<file path="config.mk">
export PLATFORM = sky130hd
export DESIGN_NAME = cgra_load_sequencer
export DESIGN_NICKNAME = d
export VERILOG_FILES = /design/src/rtl/cgra_load_sequencer_pkg.sv /design/src/rtl/cgra_mem_decode.sv /design/src/rtl/cgra_load_sequencer.sv
export SDC_FILE = /design/constraint.sdc
export NUM_CORES = 1
export LEC_CHECK = 0
export CORE_AREA = 2 2 127 141
export DETAILED_ROUTE_END_ITERATION = 16
export DIE_AREA = 0 0 129 143
export PLACE_DENSITY = 0.72
export SLEW_MARGIN = 20
export SYNTH_ARGS = -nofsm -noshare
export SYNTH_HDL_FRONTEND = slang
export SYNTH_HIERARCHICAL = 1
export SYNTH_SLANG_ARGS = --single-unit
export TNS_END_PERCENT = 1
</file>
<file path="constraint.sdc">
create_clock -name clk -period 9.75 [get_ports clk]
set_input_delay 2.4375 -clock clk [delete_from_list [all_inputs] [get_ports clk]]
set_output_delay 2.4375 -clock clk [all_outputs]
set_load 0.03 [all_outputs]
</file>
<file path="src/rtl/cgra_load_sequencer_pkg.sv">
// Shared types for the CGRA load sequencer: FSM states, error codes, memory map defaults.
package cgra_load_sequencer_pkg;

    localparam int DMEM_DEPTH_DEF = 1024;
    localparam int CMEM_DEPTH_DEF = 128;

    typedef enum logic [2:0] {
        S_IDLE     = 3'd0,
        S_GET_ADDR = 3'd1,
        S_GET_DATA = 3'd2,
        S_WRITE    = 3'd3,
        S_ARM      = 3'd4,
        S_EXEC     = 3'd5,
        S_DRAIN    = 3'd6,
        S_DONE     = 3'd7
    } state_t;

    typedef enum logic [1:0] {
        ERR_NONE = 2'd0,
        ERR_ADDR = 2'd1,
        ERR_SEQ  = 2'd2,
        ERR_TMO  = 2'd3
    } err_t;

    // The first error of a sequence is kept; later ones are dropped.
    function automatic err_t err_first(input err_t cur, input err_t nxt);
        return (cur == ERR_NONE) ? nxt : cur;
    endfunction

endpackage

</file>
<file path="src/rtl/cgra_mem_decode.sv">
// Purpose: map a global write address onto the DMEM or CMEM strobe and local address.
// Latency: purely combinational.
// Backpressure: none; strobes follow en directly.
module cgra_mem_decode #(
    parameter int DATA_W     = 16,
    parameter int DMEM_DEPTH = 1024,
    parameter int CMEM_DEPTH = 128
) (
    input  logic              en,
    input  logic [DATA_W-1:0] addr,
    output logic              dmem_we,
    output logic              cmem_we,
    output logic [DATA_W-1:0] local_addr,
    output logic              oor
);

    localparam logic [31:0] DMEM_LIM = 32'(DMEM_DEPTH);
    localparam logic [31:0] CMEM_LIM = 32'(DMEM_DEPTH + CMEM_DEPTH);

    logic [31:0] addr_w;
    assign addr_w = 32'(addr);

    always_comb begin
        dmem_we    = 1'b0;
        cmem_we    = 1'b0;
        local_addr = '0;
        oor        = 1'b0;
        if (addr_w < DMEM_LIM) begin
            dmem_we = en;
            if (en) local_addr = addr;
        end else if (addr_w < CMEM_LIM) begin
            cmem_we = en;
            if (en) local_addr = addr - DATA_W'(DMEM_DEPTH);
        end else begin
            oor = 1'b1;
        end
    end

endmodule

</file>
<file path="src/rtl/cgra_load_sequencer.sv">
// Purpose: load address/data pairs from a stream into DMEM/CMEM, then run and drain the CGRA.
// Latency: write strobe 1 cycle after the data-word handshake; DRAIN_CYC cycles after exec_end.
// Backpressure: s_ready only in GET_ADDR/GET_DATA; the stream stalls during write and exec.
module cgra_load_sequencer
    import cgra_load_sequencer_pkg::*;
#(
    parameter int DATA_W     = 16,
    parameter int DMEM_DEPTH = DMEM_DEPTH_DEF,
    parameter int CMEM_DEPTH = CMEM_DEPTH_DEF,
    parameter int CNT_W      = 11,
    parameter int DRAIN_CYC  = 24,
    parameter int TMO_W      = 32
) (
    input  logic              clk,
    input  logic              rst_n,
    input  logic [CNT_W-1:0]  cfg_num_inst,
    input  logic [TMO_W-1:0]  cfg_timeout,
    input  logic              start,
    input  logic              s_valid,
    input  logic [DATA_W-1:0] s_data,
    input  logic              s_is_addr,
    output logic              s_ready,
    output logic              dmem_we,
    output logic              cmem_we,
    output logic [DATA_W-1:0] mem_addr,
    output logic [DATA_W-1:0] mem_wdata,
    output logic              start_exec,
    input  logic              exec_end,
    output logic              busy,
    output logic              done,
    output logic              err,
    output logic [1:0]        err_code,
    output logic [CNT_W-1:0]  loaded_cnt
);

    localparam logic [TMO_W-1:0] DRAIN_LAST = TMO_W'(DRAIN_CYC - 1);

    state_t             state_q, state_d;
    logic [DATA_W-1:0]  addr_q, addr_d;
    logic [DATA_W-1:0]  data_q, data_d;
    logic [CNT_W-1:0]   num_q, num_d;
    logic [CNT_W-1:0]   cnt_q, cnt_d;
    logic [TMO_W-1:0]   tmo_q, tmo_d;
    logic [TMO_W-1:0]   cyc_q, cyc_d;
    err_t               err_q, err_d;
    logic               addr_oor;

    cgra_mem_decode #(
        .DATA_W     (DATA_W),
        .DMEM_DEPTH (DMEM_DEPTH),
        .CMEM_DEPTH (CMEM_DEPTH)
    ) u_mem_decode (
        .en         (state_q == S_WRITE),
        .addr       (addr_q),
        .dmem_we    (dmem_we),
        .cmem_we    (cmem_we),
        .local_addr (mem_addr),
        .oor        (addr_oor)
    );

    // Outputs decode straight from the state flop so reset drops them immediately.
    assign start_exec = (state_q == S_EXEC) || (state_q == S_DRAIN);
    assign busy       = (state_q != S_IDLE) && (state_q != S_DONE);
    assign done       = (state_q == S_DONE);
    assign err        = (err_q != ERR_NONE);
    assign err_code   = err_q;
    assign loaded_cnt = cnt_q;
    assign mem_wdata  = data_q;

    always_comb begin
        state_d = state_q;
        addr_d  = addr_q;
        data_d  = data_q;
        num_d   = num_q;
        cnt_d   = cnt_q;
        tmo_d   = tmo_q;
        cyc_d   = cyc_q;
        err_d   = err_q;
        s_ready = 1'b0;

        case (state_q)
            S_IDLE: begin
                if (start) begin
                    err_d   = ERR_NONE;
                    cnt_d   = '0;
                    num_d   = cfg_num_inst;
                    tmo_d   = cfg_timeout;
                    state_d = (cfg_num_inst == '0) ? S_ARM : S_GET_ADDR;
                end
            end
            S_GET_ADDR: begin
                s_ready = 1'b1;
                if (s_valid) begin
                    if (s_is_addr) begin
                        addr_d  = s_data;
                        state_d = S_GET_DATA;
                    end else begin
                        err_d = err_first(err_q, ERR_SEQ);
                    end
                end
            end
            S_GET_DATA: begin
                s_ready = 1'b1;
                if (s_valid) begin
                    if (!s_is_addr) begin
                        data_d  = s_data;
                        state_d = S_WRITE;
                    end else begin
                        addr_d = s_data;
                        err_d  = err_first(err_q, ERR_SEQ);
                    end
                end
            end
            S_WRITE: begin
                cnt_d = cnt_q + 1'b1;
                if (addr_oor) err_d = err_first(err_q, ERR_ADDR);
                state_d = (cnt_d == num_q) ? S_ARM : S_GET_ADDR;
            end
            S_ARM: begin
                cyc_d   = '0;
                state_d = S_EXEC;
            end
            S_EXEC: begin
                // cyc_d is the 1-based index of the current EXEC cycle; exec_end wins a tie.
                cyc_d = cyc_q + 1'b1;
                if (exec_end) begin
                    cyc_d   = '0;
                    state_d = S_DRAIN;
                end else if ((tmo_q != '0) && (cyc_d == tmo_q)) begin
                    cyc_d   = '0;
                    err_d   = err_first(err_q, ERR_TMO);
                    state_d = S_DRAIN;
                end
            end
            S_DRAIN: begin
                cyc_d = cyc_q + 1'b1;
                if (cyc_q == DRAIN_LAST) state_d = S_DONE;
            end
            S_DONE: begin
                state_d = S_IDLE;
            end
            default: begin
                state_d = S_IDLE;
            end
        endcase
    end

    always_ff @(posedge clk or negedge rst_n) begin
        if (!rst_n) begin
            state_q <= S_IDLE;
            addr_q  <= '0;
            data_q  <= '0;
            num_q   <= '0;
            cnt_q   <= '0;
            tmo_q   <= '0;
            cyc_q   <= '0;
            err_q   <= ERR_NONE;
        end else begin
            state_q <= state_d;
            addr_q  <= addr_d;
            data_q  <= data_d;
            num_q   <= num_d;
            cnt_q   <= cnt_d;
            tmo_q   <= tmo_d;
            cyc_q   <= cyc_d;
            err_q   <= err_d;
        end
    end

endmodule

</file>
==> impl_metrics.tcl, run 1 <==
set metrics [dict create \
    timing.rr.start "cyc_q[0]$_DFFE_PN0P_" \
    hold_depth 2 \
    cts_root_buffer "clkbuf_16" \
    multiInputGateArea_um2 4060 \
    wl_per_cell_um 17.5 \
    syn_area_per_cell_um2 8.69 \
    area_delta_synth_final_pct 23.7 \
    final_common_cell "nand2_1" \
    post_drt_via_cell_ratio 5.65 \
    clkLatencyLatePin_ps 420 \
    worst_setup_path_end_kind "primary output" \
    track_usage_pct 23.4 \
    ioPinCount 117 \
    critPathArrivalTime_ps 3590 \
    synth-edff-count 0 \
    globalRouteMet1Util_pct 29.5 \
    cp_num_buf_inv 3 \
    hold_path.class "reg2reg" \
    fp.dieW_um 129 \
    cpMostUsedCell "inv_1" \
    place_congestion 0.906 \
    synthFlopType "dfrtp_1" \
    fin_crit_sh_pct 61.8 \
    core_um2 17000 \
    fp-row-count 50 \
    crit_fanout 15 \
    skew_ps 8.37 \
    ctsHoldBuffers 0 \
    status "finished, final reports clean" \
    antenna_found_initial 0 \
    yosysWarningCount 6 \
    cts_resized 0 \
    synth_top_family_by_area "simple AND/OR/NAND/NOR gates" \
    crit_slowest_cell "clkdlybuf4s50_1" \
    critPathRequiredTime_ps 7310 \
    synth_compound_area_share_pct 11.6 \
    grt_pass1_vias 6657 \
    grt_overflow_total 0 \
    syn-instance-count 864 \
    async_flop_share_pct 100 \
    most-common-layout-cells "nand2_1 (190), dfrtp_1 (123), clkdlybuf4s50_1 (113)" \
    cpPeakStageDelay_ps 660 \
    seq_area_um2 3080 \
    grt_pass1_wl_mm 34.1 \
    met3_usage_pct 7.23 \
    grtUsageMet2_pct 38.3 \
    layout-drive-gt1-share_pct 10.2 \
    start_util_pct 44.3 \
    rsz0062_at_grt "no" \
    grt_max_degree 75 \
    num_antenna_cells 0 \
    synth_seq_cells 123 \
    crit_chain "inv_1 -> nand3_1 -> inv_1 -> nor3b_1 -> and4_1 -> a41o_1 -> clkdlybuf4s50_1" \
    yosys.cell_types.count 74 \
    route.vias.total 6741 \
    power.total_mw 2.35 \
    ir_drop_mv 0.157 \
    cp-start-kind "register" \
    synthAdderAreaFrac_pct 0.667 \
    drt_pass1_iterations 5 \
    cts_setup_buffers 0 \
    finalCriticalPeriod_ps 6030 \
    fp.dieH_um 143 \
    drc 0 \
    worst-r2r-setup-slack_ps 5830 \
    hold_viol_final 0 \
    die_area_um2 18400 \
    min_to "num_q[10]$_DFFE_PN0P_" \
    reg2reg_depth 10 \
    num-nets-final 1015 \
    place_area_um2 8720 \
    cts_max_level 4 \
    dp_cells 1161 \
    drt-initial-drc-count 673 \
    synthSimpleGateAreaFrac_pct 28.1 \
    fillCellCount 1534 \
    dpl.hpwl_mm 14.7 \
    drv_slew 0 \
    worst_r2r_endpoint "cyc_q[23]$_DFFE_PN0P_" \
    leakagePower_nw 3.82 \
    cts.path.max_buffers 2 \
    numClockSinks 123 \
    critical_path_class "reg2out" \
    finalSetupViolations 0 \
    numCtsBuffers 17 \
    worst_pin_slew_ps 975 \
    grt-busiest-layer "met2" \
    fin_area_um2 9280 \
    path_clk_slew_ps 60 \
    wl_mm 20.9 \
    p_per_area_nw_per_um2 253 \
    min_from "num_q[10]$_DFFE_PN0P_" \
    synth.area.mux_share_pct 6.67 \
    tns_ps 0 \
    io_buffers 114 \
    final_cells 1193 \
    critPathTopFamily "buffers and inverters" \
    cts_tree "done" \
    yosys.area_share.xor_xnor_pct 6.77 \
    maxCapViolCount 0 \
    ant_nets 0 \
    fmax_mhz 166 \
    yosysSeqAreaShare_pct 41.0 \
    slew_headroom_pct 35.0 \
    fin_util_pct 54.8 \
    synth.cell_area_um2 7500 \
]
[cells by family (layout without fill, tap and decap cells)]
logic type	after synthesis	count (layout)
flops	123	123
buf+inv	86	180
compound gates	140	140
other cells	1	2
mux	46	46
xor+xnor	58	58
simple gates	406	406
fa+ha+maj	4	4
[Yosys cell counts (5+ instances only)]
library cell	instances	area, um^2
nand2_1	190	713
dfrtp_1	123	3080
xnor2_1	39	342
a21oi_1	38	190
nand3_1	34	170
o21ai_0	34	170
mux2_2	32	360
nor2_1	31	116
clkbuf_1	28	105
inv_1	28	105
nand4_1	28	175
nor4_1	20	125
xor2_1	19	166
and3_1	17	106
buf_2	16	80.1
nor3_1	16	80.1
o21ai_1	15	75.1
mux2i_1	14	140
and4_1	12	105
buf_4	8	60.1
a31oi_1	7	43.8
and2_1	6	37.5
o31ai_1	6	45.0
or2_2	6	37.5
a211oi_1	5	37.5
nor2b_1	5	31.3
or3_1	5	31.3
[worst max path at each step]
stage | start | to | depth (start not counted)
2_1_floorplan | state_q[0]$_DFFE_PN0P_ | mem_addr[10] | 7
3_3_place_gp | state_q[2]$_DFFE_PN0P_ | mem_addr[10] | 7
3_5_place_dp | state_q[2]$_DFFE_PN0P_ | mem_addr[10] | 7
4_1_cts | state_q[2]$_DFFE_PN0P_ | mem_addr[10] | 7
5_1_grt | state_q[2]$_DFFE_PN0P_ | mem_addr[10] | 7
6_report | state_q[2]$_DFFE_PN0P_ | mem_addr[10] | 7
[flip-flops by register name, indices dropped and copies added, names as in the netlist]
register    cells
num_q          11
addr_q         16
tmo_q          32
state_q         3
cyc_q          32
mem_wdata      16
loaded_cnt     11
err_code        2
[per-layer routing]
| metal | part of all wire [%] | vias to the layer above |
|---|---|---|
| met5 | 0 | - |
| met4 | 2.0 | 0 |
| met3 | 7.3 | 33 |
| met2 | 48 | 221 |
| met1 | 43 | 3267 |
| li1 | - | 3220 |
[per-stage QoR]
stage,hold WS (ps),setup WS [ps]
3_5_place_dp,486,4250
6_report,495,3720
4_1_cts,501,3740
2_1_floorplan,465,5080
5_1_grt,509,3450
3_3_place_gp,479,4250
[worst register-to-register path, stage by stage (launching register included)]
cell	delay, ps
dfrtp_1	490
nand3_2	360
nor3_2	680
nand4_1	380
xnor2_1	250
a2111oi_2	280
nor4b_4	540
o21ai_2	80
buf_4	260
nor4b_1	190
a211o_1	280
[power breakdown]
part | internal, mW | total (mW) | switching [mW] | leakage (nW)
Sequential | 0.678 | 0.860 | 0.182 | 1.56
Combinational | 0.386 | 0.885 | 0.499 | 1.99
Clock | 0.354 | 0.603 | 0.249 | 0.275
Total | 1.42 | 2.35 | 0.931 | 3.82
[cell type report]
type / instances / area share, %
Sequential cell: 123 / 33.2
Inverter: 29 / 1.17
Timing Repair Buffer: 119 / 12.7
Clock buffer: 17 / 4.58
Tap cell: 234 / 3.15
Clock inverter: 15 / 1.50
Multi-Input combinational cell: 656 / 43.8
(Power assumes the default switching activity.)
==> run 2: changes to the inputs <==
--- a/config.mk
+++ b/config.mk
@@ -8,7 +8,7 @@
 export CORE_AREA = 2 2 127 141
 export DETAILED_ROUTE_END_ITERATION = 16
 export DIE_AREA = 0 0 129 143
-export PLACE_DENSITY = 0.72
+export PLACE_DENSITY = 0.74
 export SLEW_MARGIN = 20
 export SYNTH_ARGS = -nofsm -noshare
 export SYNTH_HDL_FRONTEND = slang
==> constraint.sdc (replaced) <==
create_clock -name clk -period 5.3 [get_ports clk]
set_input_delay 1.325 -clock clk [delete_from_list [all_inputs] [get_ports clk]]
set_output_delay 1.325 -clock clk [all_outputs]
set_load 0.03 [all_outputs]
==> run 2 against run 1 <==
  * Sequential power up 85%
  * Register-to-register slack got worse by 4400 ps
  * Total power grew 88%
  * Count of clock-buffer cells in the layout grew 1
  * First-iteration DRC count shrank 9.8%
  * Core utilization up 0.34 points
  * Flip-flop and latch count stayed put
  * Cell count up 0.25%
  * Via count grew 0.71%
  * Routed wire length unchanged
  * Critical path type unchanged
==> impl_metrics.tcl, run 2 (synthesis results as in run 1) <==
set metrics [dict create \
    die_area_um2 18400 \
    cts_root_buffer "clkbuf_16" \
    ir_drop_mv 0.277 \
    cts_max_level 4 \
    cp_num_buf_inv 3 \
    worst-r2r-setup-slack_ps 1400 \
    fp.dieW_um 129 \
    drv_slew 0 \
    cts_setup_buffers 0 \
    fillCellCount 1531 \
    tns_ps 0 \
    cp-start-kind "register" \
    drt-initial-drc-count 607 \
    skew_ps 9.09 \
    p_per_area_nw_per_um2 472 \
    grt_max_degree 49 \
    post_drt_via_cell_ratio 5.68 \
    cpMostUsedCell "inv_1" \
    worst_r2r_endpoint "cyc_q[17]$_DFFE_PN0P_" \
    largestRegisters "cyc_q x32, tmo_q x32" \
    most-common-layout-cells "nand2_1 (190), dfrtp_1 (123), clkdlybuf4s50_1 (113)" \
    track_usage_pct 23.4 \
    cp.depth 7 \
    rsz0062_at_grt "no" \
    reg2reg_depth 10 \
    grt_pass1_vias 6651 \
    wl_per_cell_um 17.5 \
    grt_overflow_total 0 \
    fp.dieH_um 143 \
    antenna_found_initial 0 \
    hold_path.class "reg2reg" \
    numClockSinks 123 \
    finalCriticalPeriod_ps 4950 \
    path_clk_slew_ps 60 \
    crit_chain "inv_1 -> nand3_1 -> inv_1 -> nor3b_1 -> and4_1 -> a41o_1 -> clkdlybuf4s50_1" \
    num_antenna_cells 0 \
    critPathTopFamily "buffers and inverters" \
    cpPeakStageDelay_ps 660 \
    final_common_cell "nand2_1" \
    io_buffers 114 \
    drt_pass1_iterations 7 \
    layout-drive-gt1-share_pct 10.5 \
    critPathRequiredTime_ps 3970 \
    crit_slowest_cell "clkdlybuf4s50_1" \
    drc 0 \
    worst_setup_path_end_kind "primary output" \
    start_util_pct 44.3 \
    core_um2 17000 \
    fmax_mhz 202 \
    final_cells 1196 \
    dpl.hpwl_mm 14.7 \
    critical_path_class "reg2out" \
    ioPinCount 117 \
    area_delta_synth_final_pct 24.5 \
    status "finished, final reports clean" \
    ctsHoldBuffers 0 \
    cts_resized 0 \
    endpoint "mem_addr[10]" \
    num-nets-final 1018 \
    wl_mm 20.9 \
    power.total_mw 4.41 \
    grt_pass1_wl_mm 34.1 \
    dp_cells 1164 \
    clkLatencyLatePin_ps 430 \
    numCtsBuffers 17 \
    route.vias.total 6789 \
    hold_viol_final 0 \
    setup.worst_path.start "state_q[2]$_DFFE_PN0P_" \
    place_congestion 0.923 \
    cts.path.max_buffers 2 \
    timing.rr.start "cyc_q[2]$_DFFE_PN0P_" \
    slew_headroom_pct 29.6 \
    worst_pin_slew_ps 1060 \
    crit_fanout 15 \
    cts_tree "done" \
    fin_crit_sh_pct 93.4 \
    ant_nets 0 \
    finalSetupViolations 0 \
    critPathArrivalTime_ps 3630 \
    maxCapViolCount 0 \
    leakagePower_nw 3.84 \
    fp-row-count 50 \
]
-- run 2: changes by cell type in the layout (fill, tap and decap cells not counted) --
cell / before / now
clkinv_2: 3 / 0
clkinv_4: 4 / 3
clkinvlp_4: 2 / 4
buf_4: 6 / 9
clkbuf_8: 0 / 1
bufinv_16: 1 / 2
-- run 2: through the flow --
step	area [um^2]	worst slack [ps]	util (%)	hold WS (ps)
floorplan	7510	1740	-	465
global placement	8740	933	51.6	479
detailed placement	8740	860	51.6	483
CTS	9340	389	55.1	500
global route	9340	126	55.1	524
finish	9340	347	55.1	501
-- run 2: worst min-delay path by stage --
stage / cells past startpoint / slack [ps] / start / endpoint
after floorplan: 2 / 470 / num_q[0]$_DFFE_PN0P_ / num_q[0]$_DFFE_PN0P_
after global placement: 2 / 480 / num_q[10]$_DFFE_PN0P_ / num_q[10]$_DFFE_PN0P_
after detailed placement: 2 / 480 / num_q[6]$_DFFE_PN0P_ / num_q[6]$_DFFE_PN0P_
after CTS: 2 / 500 / num_q[6]$_DFFE_PN0P_ / num_q[6]$_DFFE_PN0P_
after global routing: 1 / 520 / mem_wdata[0]$_DFFE_PN0P_ / mem_wdata[0]$_DFFE_PN0P_
final: 2 / 500 / num_q[6]$_DFFE_PN0P_ / num_q[6]$_DFFE_PN0P_
-- run 2: final cells by class --
type | instances | area (um^2) | area share, %
inverters | 29 | 109 | 1.17
clock inverters | 14 | 160 | 1.71
repair buffers | 122 | 1200 | 12.8
multi-input cells | 656 | 4060 | 43.5
clock buffers | 18 | 439 | 4.70
flip-flops and latches | 123 | 3080 | 33.0
well taps | 234 | 293 | 3.13
-- run 2: power breakdown --
part / switching, mW / internal, mW / total [mW]
clock: 0.469 / 0.713 / 1.18
combinational: 0.927 / 0.715 / 1.64
sequential: 0.338 / 1.25 / 1.59
total: 1.73 / 2.68 / 4.41
-- run 2: worst min-delay path: cells and delay by family (launching register included) --
family	cells	cell delay, ps
simple gates	2	110
flops	1	360
-- run 2: routing by layer --
metal | part of all wire, % | track usage (%) | routed length [um] | vias to the layer above
met5 | 0 | 0 | 0 | -
met4 | 1.7 | 7.61 | 364 | 0
met3 | 7.8 | 6.78 | 1620 | 31
met2 | 48 | 38.3 | 10100 | 248
met1 | 42 | 30.0 | 8820 | 3297
li1 | - | - | - | 3213
==> run 3: changes to the inputs <==
--- a/config.mk
+++ b/config.mk
@@ -8,7 +8,9 @@
 export CORE_AREA = 2 2 127 141
 export DETAILED_ROUTE_END_ITERATION = 16
 export DIE_AREA = 0 0 129 143
-export PLACE_DENSITY = 0.74
+export DONT_BUFFER_PORTS = 1
+export HOLD_SLACK_MARGIN = 0.1
+export PLACE_DENSITY = 0.65
 export SLEW_MARGIN = 20
 export SYNTH_ARGS = -nofsm -noshare
 export SYNTH_HDL_FRONTEND = slang
==> run 3 against run 2 <==
  * Critical path depth fell by 1
  * Non-clock buffer count fell by 116
  * Clock skew rose by 7.2 ps
  * Global-route usage fell by 0.47 points
  * Register-to-register slack improved by 100 ps
  * Sequential power rose by 10%
  * Routed wire length fell by 3.2%
  * Largest cell class unchanged
  * Highest routed layer unchanged
==> impl_metrics.tcl, run 3 (synthesis results as in run 1) <==
set metrics [dict create \
    path_clk_slew_ps 60 \
    clkLatencyLatePin_ps 430 \
    finalCriticalPeriod_ps 4780 \
    critical_path_class "reg2out" \
    most-common-layout-cells "nand2_1 (190), dfrtp_1 (123), xnor2_1 (39)" \
    cpPeakStageDelay_ps 550 \
    status "finished, final reports clean" \
    slew_headroom_pct 37.3 \
    cts.path.max_buffers 2 \
    hold_path.class "reg2reg" \
    route.vias.total 6255 \
    fp.dieH_um 143 \
    critPathArrivalTime_ps 3450 \
    cp_num_buf_inv 2 \
    wl_mm 20.2 \
    antenna_found_initial 0 \
    place_ws_ps 1030 \
    critPathTopFamily "simple AND/OR/NAND/NOR gates" \
    worst_setup_path_end_kind "primary output" \
    drv_slew 0 \
    cts_root_buffer "clkbuf_16" \
    final_common_cell "nand2_1" \
    crit_slowest_cell "inv_1" \
    numClockSinks 123 \
    grt_pass1_wl_mm 33.1 \
    wl_met2_mm 9.80 \
    dpl.hpwl_mm 14.0 \
    critPathRequiredTime_ps 3970 \
    place_congestion 0.914 \
    core_um2 17000 \
    numCtsBuffers 17 \
    cts_tree "done" \
    ant_nets 0 \
    cts_resized 0 \
    finalSetupViolations 0 \
    worst_pin_slew_ps 940 \
    leakagePower_nw 3.38 \
    fin_crit_sh_pct 90.1 \
    crit_fanout 15 \
    place_area_um2 7590 \
    drc 0 \
    grt_max_degree 124 \
    ir_drop_mv 0.298 \
    cp-start-kind "register" \
    fmax_mhz 209 \
    die_area_um2 18400 \
    track_usage_pct 23.0 \
    highest_layer "met4" \
    num_antenna_cells 0 \
    largestRegisters "cyc_q x32, tmo_q x32" \
    cpMostUsedCell "inv_1" \
    fp-row-count 50 \
    ioPinCount 117 \
    wl_per_cell_um 18.7 \
    final.setup.worst_slack_ps 523 \
    area_delta_synth_final_pct 8.62 \
    p_per_area_nw_per_um2 502 \
    layout-drive-gt1-share_pct 11.5 \
    cts_max_level 4 \
    crit_chain "inv_1 -> nand3_1 -> inv_1 -> nor3b_1 -> and4_1 -> a41o_1" \
    final_cells 1080 \
    met1_length_mm 8.60 \
    drt-initial-drc-count 515 \
    skew_ps 16.3 \
    grt_overflow_total 0 \
    num-nets-final 902 \
    start_util_pct 44.3 \
    io_buffers 0 \
    maxCapViolCount 0 \
    grt_pass1_vias 6267 \
    drt_pass1_iterations 5 \
    hold_viol_final 0 \
    rsz0062_at_grt "no" \
    cts_setup_buffers 0 \
    dp_cells 1048 \
    fin_area_um2 8150 \
    ctsHoldBuffers 0 \
    wl_met3_mm 1.26 \
    post_drt_via_cell_ratio 5.79 \
    fp.dieW_um 129 \
    tns_ps 0 \
]
-- run 3: final cells by class --
type | count | area (um^2)
repair buffers | 6 | 45.0
flip-flops and latches | 123 | 3080
clock buffers | 19 | 443
inverters | 29 | 109
multi-input cells | 656 | 4060
well taps | 234 | 293
fillers | 1667 | 8800
clock inverters | 13 | 121
-- run 3: worst register-to-register path: cells and delay by family (launching register included) --
kind                     cells  cell delay (ps)
adder cells (fa/ha/maj)      1              350
AND/OR/NAND/NOR              5             1670
AO/OA/AOI/OAI                4              930
buffers and inverters        1              270
flip-flops                   1              470
-- run 3: stage by stage --
step                util [%]  hold slack, ps  power, mW
floorplan                  -             465       2.63
global placement        44.8             481       2.96
detailed placement      44.8             487       2.98
CTS                     48.1             503       4.11
global route            48.1             517       4.35
finish                  48.1             494       4.09
-- run 3: final timing paths --
path                                            end  slack, ps                   start  depth (start not counted)
max                                    mem_addr[10]        520  state_q[2]$_DFFE_PN0P_                          6
max reg2reg                   cyc_q[23]$_DFFE_PN0P_       1500    cyc_q[0]$_DFFE_PN0P_                         11
min in group asynchronous      tmo_q[7]$_DFFE_PN0P_        600                   rst_n                          0
min reg2reg                    num_q[7]$_DFFE_PN0P_        490    num_q[7]$_DFFE_PN0P_                          2
min                            num_q[7]$_DFFE_PN0P_        490    num_q[7]$_DFFE_PN0P_                          2
max in group asynchronous  mem_wdata[3]$_DFFE_PN0P_       4480                   rst_n                          0
-- run 3: report_power, final --
part           leakage, nW  switching (mW)  internal (mW)  total [mW]
registers             1.56           0.509           1.25        1.75
logic                 1.56           0.704          0.520        1.22
clock network        0.262           0.452          0.658        1.11
-- run 3: routing by layer --
layer  track usage [%]  vias up
li1                  -     2981
met4              8.81        0
met3              6.74       36
met1              28.8     3039
met2              37.3      199
met5                 0        -
==> variant 1, RTL diff (config.mk and constraints of run 3) <==
The parameter `TMO_W` goes from 32 to 16.
--- a/src/rtl/cgra_load_sequencer.sv
+++ b/src/rtl/cgra_load_sequencer.sv
@@ -9,7 +9,7 @@
     parameter int CMEM_DEPTH = CMEM_DEPTH_DEF,
     parameter int CNT_W      = 11,
     parameter int DRAIN_CYC  = 24,
-    parameter int TMO_W      = 32
+    parameter int TMO_W      = 16
 ) (
     input  logic              clk,
     input  logic              rst_n,
Ports: changed (resized cfg_timeout); port bits go from 117 to 101. No check against the original RTL was run, so the function may have changed too.
==> variant 1 against run 3 <==
- largest power group unchanged
- register-to-register slack gained 720 ps
- setup slack improved by 290 ps
- die area unchanged
- sequential cell count is 32 lower
- cell area decreased by 30%
- core utilization down 15 points
- wire length down 35%
- total power fell by 21%
- final cell count shrank 30%
- critical endpoint unchanged
- synthesized area fell by 30%
==> variant 1: results (changes against run 3) <==
total track usage 14.99% (-8.0 points); CP max stage cell dfrtp_1; post-synth cell types 68 (-8.1%); H-tree depth 3 (-1); Final Routed Wirelength 13.12 mm (-35%); DRT iter0 DRCs 223 (-57%); Seq/Total Area, Yosys 43.11% (+2.1 points); Reg2Reg Setup Slack 2220 ps (+720 ps); worst slew pin tran 914.1 ps (-26.04 ps); DP HPWL 9.782 mm (-30%); crit-path max FO 24 (+9); proportion of layout cells with a drive suffix above 1 17.43% (+6.0 points); fill count 1711 (+2.6%); routed vias 4027 (-36%); CTS Buf Count 9 (-8); commonest cells in the netlist dfrtp_1 (91), mux2_2 (56), nand2_1 (53); Pleak 2.373 nW (-30%); largest net degree at the start of global routing 92 (-26%); status finished clean; Int Pwr 0.001860 W (-23%); GP Congestion 0.9466 (+3.5%); leading post-synthesis cells by cell area dfrtp_1 (43%), mux2_2 (12%), o21ai_0 (4.0%), nand2_1 (3.8%), xnor2_1 (3.6%); max incr delay on CP 770 ps (+220 ps); first-pass GRT wire length 21.56 mm (-35%); Nets 571 (-37%); latest clock arrival within the worst-skew pair 350 ps (-80 ps); clk_skew 6.030 ps (-10.24 ps); number of global-route vias before repair 4193 (-33%)
==> variant 1: cell types whose count changed after synthesis, moves of 8 or more <==
cell     change
a21oi_1     -22
and4_1      -11
buf_2       -11
dfrtp_1     -32
inv_1       -16
mux2_2      +24
nand2_1    -137
nand3_1     -13
nand4_1     -20
o21ai_0      +8
o21ai_1     -15
xnor2_1     -17
==> variant 1: per-stage QoR <==
stage	area, um^2	total power (W)	hold slack, ps	std cells	setup slack [ps]
2_1_floorplan	5286	0.002359	472.2	542	1826
3_3_place_gp	5425	0.002584	497.5	741	1357
3_5_place_dp	5425	0.002635	488.5	741	1242
4_1_cts	5687	0.003238	509.6	756	843.2
5_1_grt	5687	0.003444	520.9	756	611.8
6_report	5687	0.003213	513.0	756	814.0
==> variant 1: final timing paths <==
kind | startpoint | to | cells after the start
worst max-delay path | state_q[2] | mem_addr[10] | 6
worst min-delay path | addr_q[2] | addr_q[2] | 1
worst max register to register | cyc_q[2] | cyc_q[13] | 7
worst min register to register | addr_q[2] | addr_q[2] | 1
max in group asynchronous | rst_n | addr_q[15] | 0
min in group asynchronous | rst_n | tmo_q[11] | 0
==> variant 1: power by group through the flow <==
| stage | clock, W | sequential [W] | combinational [W] |
|---|---|---|---|
| after floorplan | 0 | 0.00128 | 0.00108 |
| after global placement | 0 | 0.00141 | 0.00117 |
| after detailed placement | 0 | 0.00143 | 0.00121 |
| after CTS | 0.000605 | 0.00142 | 0.00122 |
| after global routing | 0.000629 | 0.00146 | 0.00136 |
| final | 0.000589 | 0.00141 | 0.00121 |
==> variant 1: per-layer routing <==
layer | GRT usage (%) | wire (um)
met1 | 17.40 | 5217
met2 | 26.12 | 6899
met3 | 4.121 | 699
met4 | 5.950 | 308
met5 | 0 | 0
==> variant 1: final cells by class <==
type	count	area [um^2]	area share, %
clock buffer	11	232.7	4.092
timing repair buffer	2	15.01	0.2640
multi-input combinational	401	2791	49.09
inverter	13	48.80	0.8581
sequential	91	2277	40.04
tap	234	292.8	5.149
clock inverter	4	28.78	0.5061
==> variant 1: cells by family (layout without fill, tap and decap cells) <==
| family | count (synthesis) | count (layout) | share of synthesized area [%] |
|---|---|---|---|
| AND/OR/NAND/NOR | 197 | 197 | 19.85 |
| AO/OA/AOI/OAI | 99 | 99 | 11.99 |
| flip-flops | 91 | 91 | 43.11 |
| multiplexers | 63 | 63 | 13.26 |
| buffers and inverters | 50 | 30 | 4.263 |
| XOR/XNOR | 36 | 36 | 6.513 |
| adder cells (fa/ha/maj) | 4 | 4 | 0.9475 |
| other | 1 | 2 | 0.07099 |
==> variant 2, RTL diff (config.mk and constraints of run 3) <==
Without the edit above. Register the output `loaded_cnt` once more; this adds one clock of latency there. The other outputs are not delayed to match.
--- a/src/rtl/cgra_load_sequencer.sv
+++ b/src/rtl/cgra_load_sequencer.sv
@@ -64,7 +64,9 @@
     assign done       = (state_q == S_DONE);
     assign err        = (err_q != ERR_NONE);
     assign err_code   = err_q;
-    assign loaded_cnt = cnt_q;
+    always_ff @(posedge clk) begin
+        loaded_cnt <= cnt_q;
+    end
     assign mem_wdata  = data_q;
 
     always_comb begin
Check against the original RTL: no difference found for any inputs over 4 cycles, from zero or initial values and one cycle with rst_n low; that may be too few to reach the edited logic, so the function may still have changed.
==> variant 2 against run 3 <==
- register-to-register slack lost 310 ps
- hold slack got worse by 36 ps
- setup slack improved by 610 ps
- wire length up 2.7%
- cell area up 5.7%
- total power increased by 7.8%
- sequential cell count grew 11
- synthesized area is 6.1% higher
==> variant 2: results (changes against run 3) <==
final core occ 50.82% (+2.7 points); met3 Track Usage GR 5.245% (-1.5 points); worst slew pin tran 815.3 ps (-124.9 ps); post-synthesis compound-gate area fraction 15.96% (+4.4 points); Clk pwr share 25.7% (-1.4 points); DP HPWL 14.23 mm (+1.7%); Via density 6.169 (+6.5%); fill count 1559 (-6.5%); Sequential Power Share 41.8% (-1.1 points); first-pass GRT wire length 33.28 mm (+0.54%); GP Congestion 0.9077 (-0.71%); Nets 876 (-2.9%); proportion of layout cells with a drive suffix above 1 16.59% (+5.1 points); crit path DAT 2840 ps (-610 ps); Met2 Wirelength 9.487 mm (-3.2%); crit-path max FO 16 (+1); status finished clean; peak supply drop 0.0003413 V (+15%); total placed instance area 0.008050 mm^2 (+6.1%); met1 usage 32.52% (+3.7 points); Cells after DPL 1022 (-2.5%); DRT iter0 DRCs 663 (+29%); wire length on met1 9.292 mm (+8.0%); number of global-route vias before repair 6278 (+0.18%); total track usage 23.12% (+0.15 points); adder-cell area share of the yosys netlist 0.6283% (-0.039 points); mux cell area share after synthesis 10.60% (+3.9 points); Post-Syn Area per Cell 9.494 um^2 (+9.3%); CP max stage cell and4_1; leading post-synthesis cells by cell area dfrtp_1 (39%), mux2_2 (11%), xnor2_1 (3.8%), o21ai_0 (3.8%), nand2_1 (3.0%); non-filler cells, final 1054 (-2.4%); HP Start cnt_q[1]; commonest cells in the netlist dfrtp_1 (123), mux2_2 (75), nand2_1 (64); Final Routed Wirelength 20.75 mm (+2.7%); Seq/Total Area, Yosys 41.41% (+0.39 points); post-synthesis xor/xnor area fraction 6.268% (-0.50 points); post-synth cell types 76 (+2.7%)
[variant 2: cell types whose count changed after synthesis, sizes merged, moves of 12 or more]
cell / change
a31oi: +15
o31ai: +13
buf: -12
a21boi: +18
nor2: +16
mux2: +43
clkbuf: +16
o21ai: +13
a21oi: -16
nand2: -125
mux2i: -14
inv: -15
[variant 2: final timing paths]
check                           cells past startpoint  slack, ps            end
worst max-delay path                                6       1130   mem_addr[10]
worst min-delay path                                0        460  loaded_cnt[1]
worst max register to register                     11       1190       cyc_q[4]
worst min register to register                      0        460  loaded_cnt[1]
max in group asynchronous                           0       4360       tmo_q[6]
min in group asynchronous                           0        600      tmo_q[12]
[variant 2: final cells by class]
cell class                 count  area share (%)
clock buffer                  19           5.141
clock inverter                13           1.423
inverter                      15          0.6535
multi-input combinational    630           50.32
sequential                   134           38.28
tap                          234           3.398
timing repair buffer           9          0.7842
